[src/rtl/fxp_pkg.sv]
// -----------------------------------------------------------------------------
// fxp_pkg
// Shared Q8.7 fixed-point definitions for the ODE accelerator datapath.
// No ports; provides format constants and the signed 16-bit fixed-point type.
// -----------------------------------------------------------------------------
package fxp_pkg;

    localparam int          FXP_W       = 16;
    localparam int          FXP_FRAC    = 7;
    localparam logic [31:0] FXP_ROUND   = 32'h40;
    localparam int          FXP_OVF_MSB = 31;
    localparam int          FXP_OVF_LSB = 22;

    typedef logic signed [15:0] fxp_t;

endpackage

[src/rtl/fp_mult_arbiter_if.sv]
// -----------------------------------------------------------------------------
// fp_mult_arbiter_if
// Request/response bundle between the ODE datapath requesters and the shared
// multiplier arbiter.
//   req_valid/req_a/req_b : per-requester request and packed Q8.7 operands
//   req_ready             : one-hot grant back to the requesters
//   resp_*                : tagged product, overflow flag, valid pulse
//   ovf_sticky/ovf_clr    : sticky overflow status and its clear strobe
// master = requester side, slave = arbiter side.
// -----------------------------------------------------------------------------
interface fp_mult_arbiter_if #(
    parameter int NUM_REQ = 4
);
    localparam int ID_W = $clog2(NUM_REQ);

    logic [NUM_REQ-1:0]    req_valid;
    logic [16*NUM_REQ-1:0] req_a;
    logic [16*NUM_REQ-1:0] req_b;
    logic [NUM_REQ-1:0]    req_ready;
    logic                  resp_valid;
    logic [ID_W-1:0]       resp_id;
    logic [15:0]           resp_result;
    logic                  resp_ovf;
    logic                  ovf_sticky;
    logic                  ovf_clr;

    modport master (
        output req_valid, req_a, req_b, ovf_clr,
        input  req_ready, resp_valid, resp_id, resp_result, resp_ovf, ovf_sticky
    );

    modport slave (
        input  req_valid, req_a, req_b, ovf_clr,
        output req_ready, resp_valid, resp_id, resp_result, resp_ovf, ovf_sticky
    );

endinterface

[src/rtl/multiplier.sv]
// -----------------------------------------------------------------------------
// multiplier
// Combinational Q8.7 x Q8.7 multiply with round-half-up and overflow detect.
//   a, b    : signed Q8.7 operands
//   result  : rounded Q8.7 product (wraps on overflow)
//   ovf     : product does not fit in Q8.7
// -----------------------------------------------------------------------------
module multiplier
    import fxp_pkg::*;
(
    input  fxp_t a,
    input  fxp_t b,
    output fxp_t result,
    output logic ovf
);
    logic signed [31:0]  p;
    logic [31:0]         q;
    logic [FXP_FRAC-1:0] unused_lsb;

    assign p = 32'(a) * 32'(b);
    assign q = p + FXP_ROUND;

    // Taking bits [22:7] is the arithmetic shift by FXP_FRAC truncated to 16 bits.
    assign result     = q[FXP_FRAC +: FXP_W];
    assign unused_lsb = q[FXP_FRAC-1:0];

    // Everything from bit 22 up must be pure sign extension of the result.
    assign ovf = !((&q[FXP_OVF_MSB:FXP_OVF_LSB]) || (~|q[FXP_OVF_MSB:FXP_OVF_LSB]));

endmodule

[src/rtl/rr_arbiter.sv]
// -----------------------------------------------------------------------------
// rr_arbiter
// Round-robin arbiter with a registered last-grant pointer.
//   clk, rst   : clock, synchronous active-high reset
//   req        : request vector
//   advance    : a grant was taken this cycle; move the pointer to it
//   grant      : one-hot grant (combinational)
//   grant_idx  : encoded index of the granted requester
// -----------------------------------------------------------------------------
module rr_arbiter #(
    parameter int N = 4
) (
    input  logic                 clk,
    input  logic                 rst,
    input  logic [N-1:0]         req,
    input  logic                 advance,
    output logic [N-1:0]         grant,
    output logic [$clog2(N)-1:0] grant_idx
);
    localparam int IDW = $clog2(N);

    logic [IDW-1:0] last_grant;
    logic [IDW-1:0] cand;

    // Walk last_grant+1 .. last_grant+N (mod N); the first requester hit wins.
    always_comb begin
        grant     = '0;
        grant_idx = '0;
        cand      = '0;
        for (int k = 1; k <= N; k++) begin
            cand = IDW'((int'(last_grant) + k) % N);
            if (grant == '0 && req[cand]) begin
                grant[cand] = 1'b1;
                grant_idx   = cand;
            end
        end
    end

    // Reset to N-1 so requester 0 is searched first.
    always_ff @(posedge clk) begin
        if (rst) begin
            last_grant <= IDW'(N - 1);
        end else if (advance) begin
            last_grant <= grant_idx;
        end
    end

endmodule

[src/rtl/fp_mult_arbiter.sv]
// -----------------------------------------------------------------------------
// fp_mult_arbiter
// Shares one Q8.7 multiplier among NUM_REQ requesters. Round-robin grant,
// S1 registers the granted operands, S2 multiplies/rounds and registers the
// tagged result, so a grant in cycle t returns resp_valid in cycle t+2.
//   clk, rst : clock, synchronous active-high reset
//   bus      : fp_mult_arbiter_if slave port (requests, grants, responses,
//              sticky overflow status and clear)
// -----------------------------------------------------------------------------
module fp_mult_arbiter
    import fxp_pkg::*;
#(
    parameter int NUM_REQ = 4
) (
    input  logic                clk,
    input  logic                rst,
    fp_mult_arbiter_if.slave    bus
);
    localparam int ID_W = $clog2(NUM_REQ);

    logic [NUM_REQ-1:0] grant;
    logic [ID_W-1:0]    grant_idx;
    logic               transfer;
    fxp_t               sel_a;
    fxp_t               sel_b;

    logic               s1_valid;
    fxp_t               s1_a;
    fxp_t               s1_b;
    logic [ID_W-1:0]    s1_id;

    fxp_t               mult_result;
    logic               mult_ovf;

    rr_arbiter #(.N(NUM_REQ)) u_arb (
        .clk       (clk),
        .rst       (rst),
        .req       (bus.req_valid),
        .advance   (transfer),
        .grant     (grant),
        .grant_idx (grant_idx)
    );

    assign bus.req_ready = rst ? '0 : grant;
    assign transfer      = |(bus.req_valid & bus.req_ready);

    always_comb begin
        sel_a = bus.req_a[FXP_W*grant_idx +: FXP_W];
        sel_b = bus.req_b[FXP_W*grant_idx +: FXP_W];
    end

    // S1: capture the granted operands.
    always_ff @(posedge clk) begin
        if (rst) begin
            s1_valid <= 1'b0;
            s1_a     <= '0;
            s1_b     <= '0;
            s1_id    <= '0;
        end else begin
            s1_valid <= transfer;
            if (transfer) begin
                s1_a  <= sel_a;
                s1_b  <= sel_b;
                s1_id <= grant_idx;
            end
        end
    end

    multiplier u_mult (
        .a      (s1_a),
        .b      (s1_b),
        .result (mult_result),
        .ovf    (mult_ovf)
    );

    // S2: register the product. Sticky set has priority over clear.
    always_ff @(posedge clk) begin
        if (rst) begin
            bus.resp_valid  <= 1'b0;
            bus.resp_ovf    <= 1'b0;
            bus.resp_id     <= '0;
            bus.resp_result <= '0;
            bus.ovf_sticky  <= 1'b0;
        end else begin
            bus.resp_valid <= s1_valid;
            bus.resp_ovf   <= s1_valid & mult_ovf;
            if (s1_valid) begin
                bus.resp_id     <= s1_id;
                bus.resp_result <= mult_result;
            end
            if (bus.resp_valid && bus.resp_ovf) begin
                bus.ovf_sticky <= 1'b1;
            end else if (bus.ovf_clr) begin
                bus.ovf_sticky <= 1'b0;
            end
        end
    end

endmodule

[src/flat_wrapper.sv]
// flat-port wrapper written by rule: the top's interface ports become plain ports
module fp_mult_arbiter_flat import fxp_pkg::*;
#(
    parameter int NUM_REQ = 4
)
  (clk, rst, bus_req_valid, bus_req_a, bus_req_b, bus_ovf_clr, bus_req_ready, bus_resp_valid, bus_resp_id, bus_resp_result, bus_resp_ovf, bus_ovf_sticky);
  fp_mult_arbiter_if #(.NUM_REQ(NUM_REQ)) bus_i ();
  input  logic clk;
  input  logic rst;
  input wire logic [$bits(bus_i.req_valid)-1:0] bus_req_valid;
  input wire logic [$bits(bus_i.req_a)-1:0] bus_req_a;
  input wire logic [$bits(bus_i.req_b)-1:0] bus_req_b;
  input wire logic [$bits(bus_i.ovf_clr)-1:0] bus_ovf_clr;
  output wire logic [$bits(bus_i.req_ready)-1:0] bus_req_ready;
  output wire logic [$bits(bus_i.resp_valid)-1:0] bus_resp_valid;
  output wire logic [$bits(bus_i.resp_id)-1:0] bus_resp_id;
  output wire logic [$bits(bus_i.resp_result)-1:0] bus_resp_result;
  output wire logic [$bits(bus_i.resp_ovf)-1:0] bus_resp_ovf;
  output wire logic [$bits(bus_i.ovf_sticky)-1:0] bus_ovf_sticky;
  assign bus_i.req_valid = bus_req_valid;
  assign bus_i.req_a = bus_req_a;
  assign bus_i.req_b = bus_req_b;
  assign bus_i.ovf_clr = bus_ovf_clr;
  assign bus_req_ready = bus_i.req_ready;
  assign bus_resp_valid = bus_i.resp_valid;
  assign bus_resp_id = bus_i.resp_id;
  assign bus_resp_result = bus_i.resp_result;
  assign bus_resp_ovf = bus_i.resp_ovf;
  assign bus_ovf_sticky = bus_i.ovf_sticky;
  fp_mult_arbiter #(.NUM_REQ(NUM_REQ)) u_core (.clk(clk), .rst(rst), .bus(bus_i));
endmodule
[config.mk]
export PLATFORM = sky130hd
export DESIGN_NAME = fp_mult_arbiter_flat
export DESIGN_NICKNAME = d
export VERILOG_FILES = /design/src/rtl/fxp_pkg.sv /design/src/rtl/fp_mult_arbiter_if.sv /design/src/rtl/multiplier.sv /design/src/rtl/rr_arbiter.sv /design/src/rtl/fp_mult_arbiter.sv /design/src/flat_wrapper.sv
export SDC_FILE = /design/constraint.sdc
export NUM_CORES = 1
export LEC_CHECK = 0
export ABC_AREA = 1
export CAP_MARGIN = 5
export CORE_ASPECT_RATIO = 1.2
export CORE_UTILIZATION = 60
export DETAILED_ROUTE_END_ITERATION = 10
export GPL_ROUTABILITY_DRIVEN = 0
export HOLD_SLACK_MARGIN = 0.05
export PLACE_DENSITY = 0.84
export RECOVER_POWER = 50
export SYNTH_ARGS = -nofsm -noshare
export SYNTH_HDL_FRONTEND = slang
export SYNTH_SLANG_ARGS = --single-unit
export TNS_END_PERCENT = 10
[constraint.sdc]
create_clock -name clk -period 6.6 [get_ports clk]
set_input_delay 1.32 -clock clk [delete_from_list [all_inputs] [get_ports clk]]
set_output_delay 1.32 -clock clk [all_outputs]
set_load 0.01 [all_outputs]
**Yosys cells after proc, flatten, opt, wreduce, memory -nomap -nowiden**

Index checks and enable logic that the tools add are counted.

- Add/sub/neg operators: 5
- Multiply operators: 1
- Magnitude comparators: 8
- Shift-type cells: 2
- Mux-type cells: 27
- Bitwise gates (word level): 5
- Reduce and logical (&&, ||, !) cells: 18

Operators with widths:

| cell | number |
|---|---|
| 64-bit by 7-bit indexed part select with 16-bit output | 2 |
| 32-bit by 7-bit adder with 32-bit output (second input constant) | 1 |
| 16-bit by 16-bit multiplier with 32-bit output | 1 |
| 4-bit 2-to-1 mux | 5 |
| 4-bit logical NOT | 3 |
| 2-bit by 3-bit less-than comparator with 1-bit output (second input constant) | 4 |
| 4-bit OR | 3 |
| 1-bit 2-to-1 mux | 10 |
| 10-bit AND reduction | 1 |
| 10-bit OR reduction | 1 |
| 1-bit binary-select mux with 2-bit select | 4 |
| 1-bit demux with 2-bit select | 4 |
| 2-bit by 1-bit >= comparator with 1-bit output (second input constant) | 4 |
| 1-bit logical AND | 8 |
| 2-bit 2-to-1 mux | 4 |
| 2-bit by 1-bit adder with 2-bit output (second input constant) | 2 |
| 2-bit adder (second input constant) | 2 |
| 4-bit AND | 1 |
| 4-bit OR reduction | 1 |
| 1-bit logical NOT | 2 |
| 2-bit nonzero test | 1 |
| 1-bit AND | 1 |
| 1-bit logical OR | 1 |

- Bits in registers: 58
- Logic and storage cells: 76

**Depth between registers and ports, before layout**

- Depth in word-level cells: 18
- Gate-level depth with buffers: 31
- Gate-level depth less buffers: 29

**Cells and area by module**

Synthesis repeated with hierarchy kept, for this count alone.

- Cell total of the unflattened synthesis: 2219
- Area total of the unflattened synthesis: 14988.1 µm²

By module, submodules not included:

| module | instances | cells each | area each (µm²) | sequential area each (µm²) |
|---|---|---|---|---|
| multiplier | 1 | 1533 | 10988.0 | 0.0 |
| fp_mult_arbiter | 1 | 584 | 3355.7 | 1121.1 |
| rr_arbiter | 1 | 102 | 644.4 | 40.0 |

**Worst setup path before layout**

OpenSTA, ideal clock, no wires.

- Path kind: register to register
- Start point: reg u_core.s1_a[15]
- End point: reg u_core.bus.resp_ovf
- Library setup time: 113 ps
- Arrival: 5826 ps
- Path slack: 662 ps
- Cell stages (with the launch flop): 26
- Clock period less this slack: 5938 ps
- Cells stage by stage: dfxtp_1 > clkbuf_1 > clkbuf_1 > nand2_1 > inv_1 > fa_1 > inv_1 > fa_1 > fa_1 > fa_1 > fa_1 > fa_1 > inv_1 > ha_1 > nand2_1 > nor2_1 > inv_1 > nor3_1 > nand3_1 > o21ai_0 > xor2_1 > nand3_1 > nor2_1 > nand2_1 > nand2_1 > nor2_1

- Cells in the longest elaborated chain, start to end: 7
- Elaborated cells between the ends (all ways): 8

RTL lines:

| what | line | text |
|---|---|---|
| start: declaration | fp_mult_arbiter.sv:28 | `fxp_t s1_a;` |
| start signal: assignment | fp_mult_arbiter.sv:62 | `s1_a <= sel_a;` |
| 16-bit by 16-bit multiplier with 32-bit output (*) | multiplier.sv:20 | `assign p = 32'(a) * 32'(b);` |
| 32-bit by 7-bit adder with 32-bit output (*) | multiplier.sv:21 | `assign q = p + FXP_ROUND;` |
| 10-bit OR reduction | multiplier.sv:28 | `assign ovf = !((&q[FXP_OVF_MSB:FXP_OVF_LSB]) \|\| (~\|q[FXP_OVF_MSB:FXP_OVF_LSB]));` |
| 1-bit logical NOT | multiplier.sv:28 |  |
| 1-bit logical OR (*) | multiplier.sv:28 |  |
| 1-bit logical NOT (*) | multiplier.sv:28 |  |
| 1-bit AND (*) | fp_mult_arbiter.sv:86 | `bus.resp_ovf <= s1_valid & mult_ovf;` |
| end signal: assignment | fp_mult_arbiter.sv:86 |  |
| end: declaration | fp_mult_arbiter_if.sv:34 | `output req_ready, resp_valid, resp_id, resp_result, resp_ovf, ovf_sticky` |

Mark *: on every way between the ends. The rest lies on a longest branch, timed or not.
A chain may end at the register's enable or synchronous reset.

**Worst setup path in the final report**

- Start point: reg u_core.s1_b[8]
- End point: reg u_core.bus.resp_ovf

- Cells in the longest elaborated chain, start to end: 7
- Elaborated cells between the ends (all ways): 8

RTL lines:

| what | line | text |
|---|---|---|
| start: declaration | fp_mult_arbiter.sv:29 | `fxp_t s1_b;` |
| start signal: assignment | fp_mult_arbiter.sv:63 | `s1_b <= sel_b;` |
| 16-bit by 16-bit multiplier with 32-bit output (*) | multiplier.sv:20 |  |
| 32-bit by 7-bit adder with 32-bit output (*) | multiplier.sv:21 |  |
| 10-bit OR reduction | multiplier.sv:28 |  |
| 1-bit logical NOT | multiplier.sv:28 |  |
| 1-bit logical OR (*) | multiplier.sv:28 |  |
| 1-bit logical NOT (*) | multiplier.sv:28 |  |
| 1-bit AND (*) | fp_mult_arbiter.sv:86 |  |

Marked as above.

==> impl_metrics.py <==
metrics = {
    "outcome": {
        "outcome": "finished with violations",
        "violations": "capacitance limit, slew limit",
    },
    "power": {
        "power.share.clock": 0.065,
        "ir_drop_v": 0.000402,
        "power_density_mw_per_mm2": 516,
        "internal_power_w": 0.00338,
        "netSwitchingFraction": 0.596,
        "net-switching-power_w": 0.00498,
        "leakagePower_nw": 8.89,
        "combPwrFrac": 0.848,
        "power_frac_seq": 0.088,
    },
    "logic_synthesis": {
        "ys_top_cells_by_count": "inv_1, nand2_1, fa_1",
        "synth_most_common_cell": "inv_1",
        "synth_flop_cell": "dfxtp_1",
        "synth_area_per_cell_um2": 7.23,
        "yosys_warnings": 0,
        "async_flop_share": 0,
        "synth_edf_count": 0,
        "synth_area_leaders": "fa_1, inv_1, nand2_1",
        "synth_top_area_share": 0.374,
        "synthCells": 1942,
        "yosysUniqueCellTypes": 44,
        "ys_seq_area_frac": 0.0827,
        "postSynthNetCount": 2423,
        "syn-cell-area_mm2": 0.0140,
        "synth_largest_area_cell": "fa_1",
        "ys_seq_elements": 58,
    },
    "floorplan": {
        "initial_core_util": 0.619,
        "dieArea_mm2": 0.0240,
        "core_mm2": 0.0227,
        "die_y_um": 170,
        "die_x_um": 142,
        "rows": 60,
        "pin_count": 160,
    },
    "hold_path": {
        "hp-class": "flop to flop",
        "hold_path_startpoint": "u_core.bus.ovf_sticky",
    },
    "timing": {
        "fmaxAchievable_ghz": 0.158,
        "post-route-period-util": 0.957,
        "fin_setup_tns_ns": 0,
        "post-route-min-period_ns": 6.31,
        "layout_setup_ws_ns": 0.285,
        "slew_viol_final": 81,
        "finalSetupViolations": 0,
        "max_slew_margin": -0.173,
        "clock_skew_ns": 0.00734,
        "hold_viol_final": 0,
        "holdWs_ns": 0.463,
        "rsz0062_at_grt": "false",
        "tightest_slew_ns": 1.75,
    },
    "drt": {
        "routed_wl_mm": 39.9,
        "wl_per_cell_um": 16.9,
        "drtIter0Drc": 1000,
        "dr.pass1.iters": 6,
        "detail_route.vias_per_cell": 5.51,
        "drc": 0,
        "via_count": 13000,
        "drtAntennaViolNets": 0,
    },
    "finish": {
        "layout-drive-gt1-share": 0.0380,
        "nFillCells": 1815,
        "area.growth.synth_to_final_pct": 15.2,
        "insertedDiodeCount": 0,
        "nets": 2531,
        "seqCellArea_mm2": 0.00117,
        "utilization": 0.714,
        "multi_input_area_mm2": 0.0105,
    },
    "worst_setup_path": {
        "path_buf_inv": 3,
        "cp.arrival_ns": 6.56,
        "path_cells": "nand2_1, inv_1, fa_1, inv_1, fa_1, fa_1, fa_1, fa_1, fa_1, inv_1, ha_1, nand2_1, nor3_1, nand3_1, o21ai_0, xor2_1, nand3_1, nor2_1, nand2_1, nand2_1, nor2_1",
        "worstSetupPathType": "flop to flop",
        "critPathRequiredTime_ns": 6.84,
        "end_kind": "flop",
        "reg2reg_from": "u_core.s1_b[8]",
        "crit_fanout": 12,
        "crit_top_cell": "fa_1",
        "cpPeakStageDelay_ns": 0.72,
        "crit_start": "u_core.s1_b[8]",
        "slowest_stage": "dfxtp_1",
        "timing.critical_path.max_delay_family": "adder cells",
        "start_kind": "flop",
    },
    "grt": {
        "grt_overflow": 0,
        "grt_pass1_vias": 13900,
        "antenna_found_initial": 0,
        "grt_usage": 0.354,
        "grt_pass1_wl_mm": 65.8,
        "grt_max_degree": 65,
    },
    "clock_network": {
        "cts_buffers": 9,
        "cts.hold.buffers_added": 0,
        "path_clk_slew_ns": 0.06,
        "clkLatencyLatePin_ns": 0.34,
        "cts_buffer_depth": 2,
        "cts.sinks": 58,
        "root_buffer": "clkbuf_16",
        "htree_levels": 3,
        "cts_tree": "done",
    },
    "placement": {
        "pre_cts_ws_ns": 0.183,
        "io_buffers": 159,
        "hpwl_mm": 32.2,
    },
    "run": {
        "drv_cap": 2,
    },
}
worst reg2reg max path: cells and delay by family (launching register included):
family                   cells  cell delay, ns
buffers and inverters        3            0.42
flip-flops                   1            0.72
adder cells (fa/ha/maj)      7            3.33
AO/OA/AOI/OAI                1            0.24
AND/OR/NAND/NOR              9            1.25
XOR/XNOR                     1            0.26
state kept, by name, indices dropped and copies added, names as in the netlist:
name                     cells
u_core.bus.resp_result      16
u_core.s1_a                 16
u_core.s1_b                 16
u_core.bus.resp_id           2
u_core.s1_id                 2
u_core.u_arb.last_grant      2
u_core.bus.ovf_sticky        1
u_core.bus.resp_ovf          1
u_core.bus.resp_valid        1
u_core.s1_valid              1
final timing paths:
path	endpoint	depth (start not counted)	slack, ns
min reg2reg	u_core.bus.ovf_sticky	2	0.46
min	u_core.bus.ovf_sticky	2	0.46
max reg2reg	u_core.bus.resp_ovf	21	0.29
max	u_core.bus.resp_ovf	21	0.29
cells by family (layout without fill, tap and decap cells):
kind of cell / Yosys count / in the layout / share of synthesized area
AO/OA/AOI/OAI: 152 / 152 / 0.0586
XOR/XNOR: 32 / 32 / 0.0200
adder cells (fa/ha/maj): 346 / 346 / 0.448
buffers and inverters: 602 / 715 / 0.167
flip-flops: 58 / 58 / 0.0827
multiplexers: 1 / 1 / 0.000713
AND/OR/NAND/NOR: 751 / 751 / 0.223
stage by stage:
step | std cells | cell area, µm² | total power [W]
2_1_floorplan | 1942 | 14000 | 0.00575
3_3_place_gp | 2346 | 15800 | 0.00737
3_5_place_dp | 2346 | 15800 | 0.00758
4_1_cts | 2362 | 16200 | 0.00821
5_1_grt | 2365 | 16200 | 0.00916
6_report | 2365 | 16200 | 0.00836
layout by cell type, fill, tap and decap left out, drive strengths merged, types with 10 or more instances in the layout:
master / instances
ha: 84
nand2: 469
buf: 41
o21ai: 47
xnor2: 22
a21oi: 89
clkdlybuf4s50: 136
dfxtp: 58
nand3: 162
dlygate4sd3: 23
xor2: 10
clkbuf: 13
fa: 262
inv: 497
nor2: 102
power by group through the flow:
stage	sequential, W	clock (W)	combinational, W
6_report	0.000732	0.000542	0.00708
5_1_grt	0.000744	0.000558	0.00785
4_1_cts	0.000717	0.000543	0.00695
3_5_place_dp	0.000722	0	0.00686
3_3_place_gp	0.000713	0	0.00665
2_1_floorplan	0.000555	0	0.00520
metal layers:
metal / GRT usage / wire length, µm / vias up
met4: 0.230 / 2800 / 0
met2: 0.631 / 20300 / 743
met3: 0.0508 / 3120 / 217
li1: - / - / 5910
met1: 0.394 / 13800 / 6170
met5: 0 / 0 / -
layout make-up:
class	count	area share
Multi-Input combinational cell	1282	0.650
Timing Repair Buffer	201	0.118
Inverter	498	0.116
Sequential cell	58	0.0721
Tap cell	310	0.0240
Clock buffer	12	0.0159
Clock inverter	4	0.00456
timing repair:
| item | 4_1_cts | 5_1_grt |
|---|---|---|
| hold endpoints to repair | 0 | 0 |
| gates resized for setup | 0 | 7 |
| buffers inserted | 0 | 3 |
| setup endpoints to repair | 0 | 1 |
(Power assumes the default switching activity.)
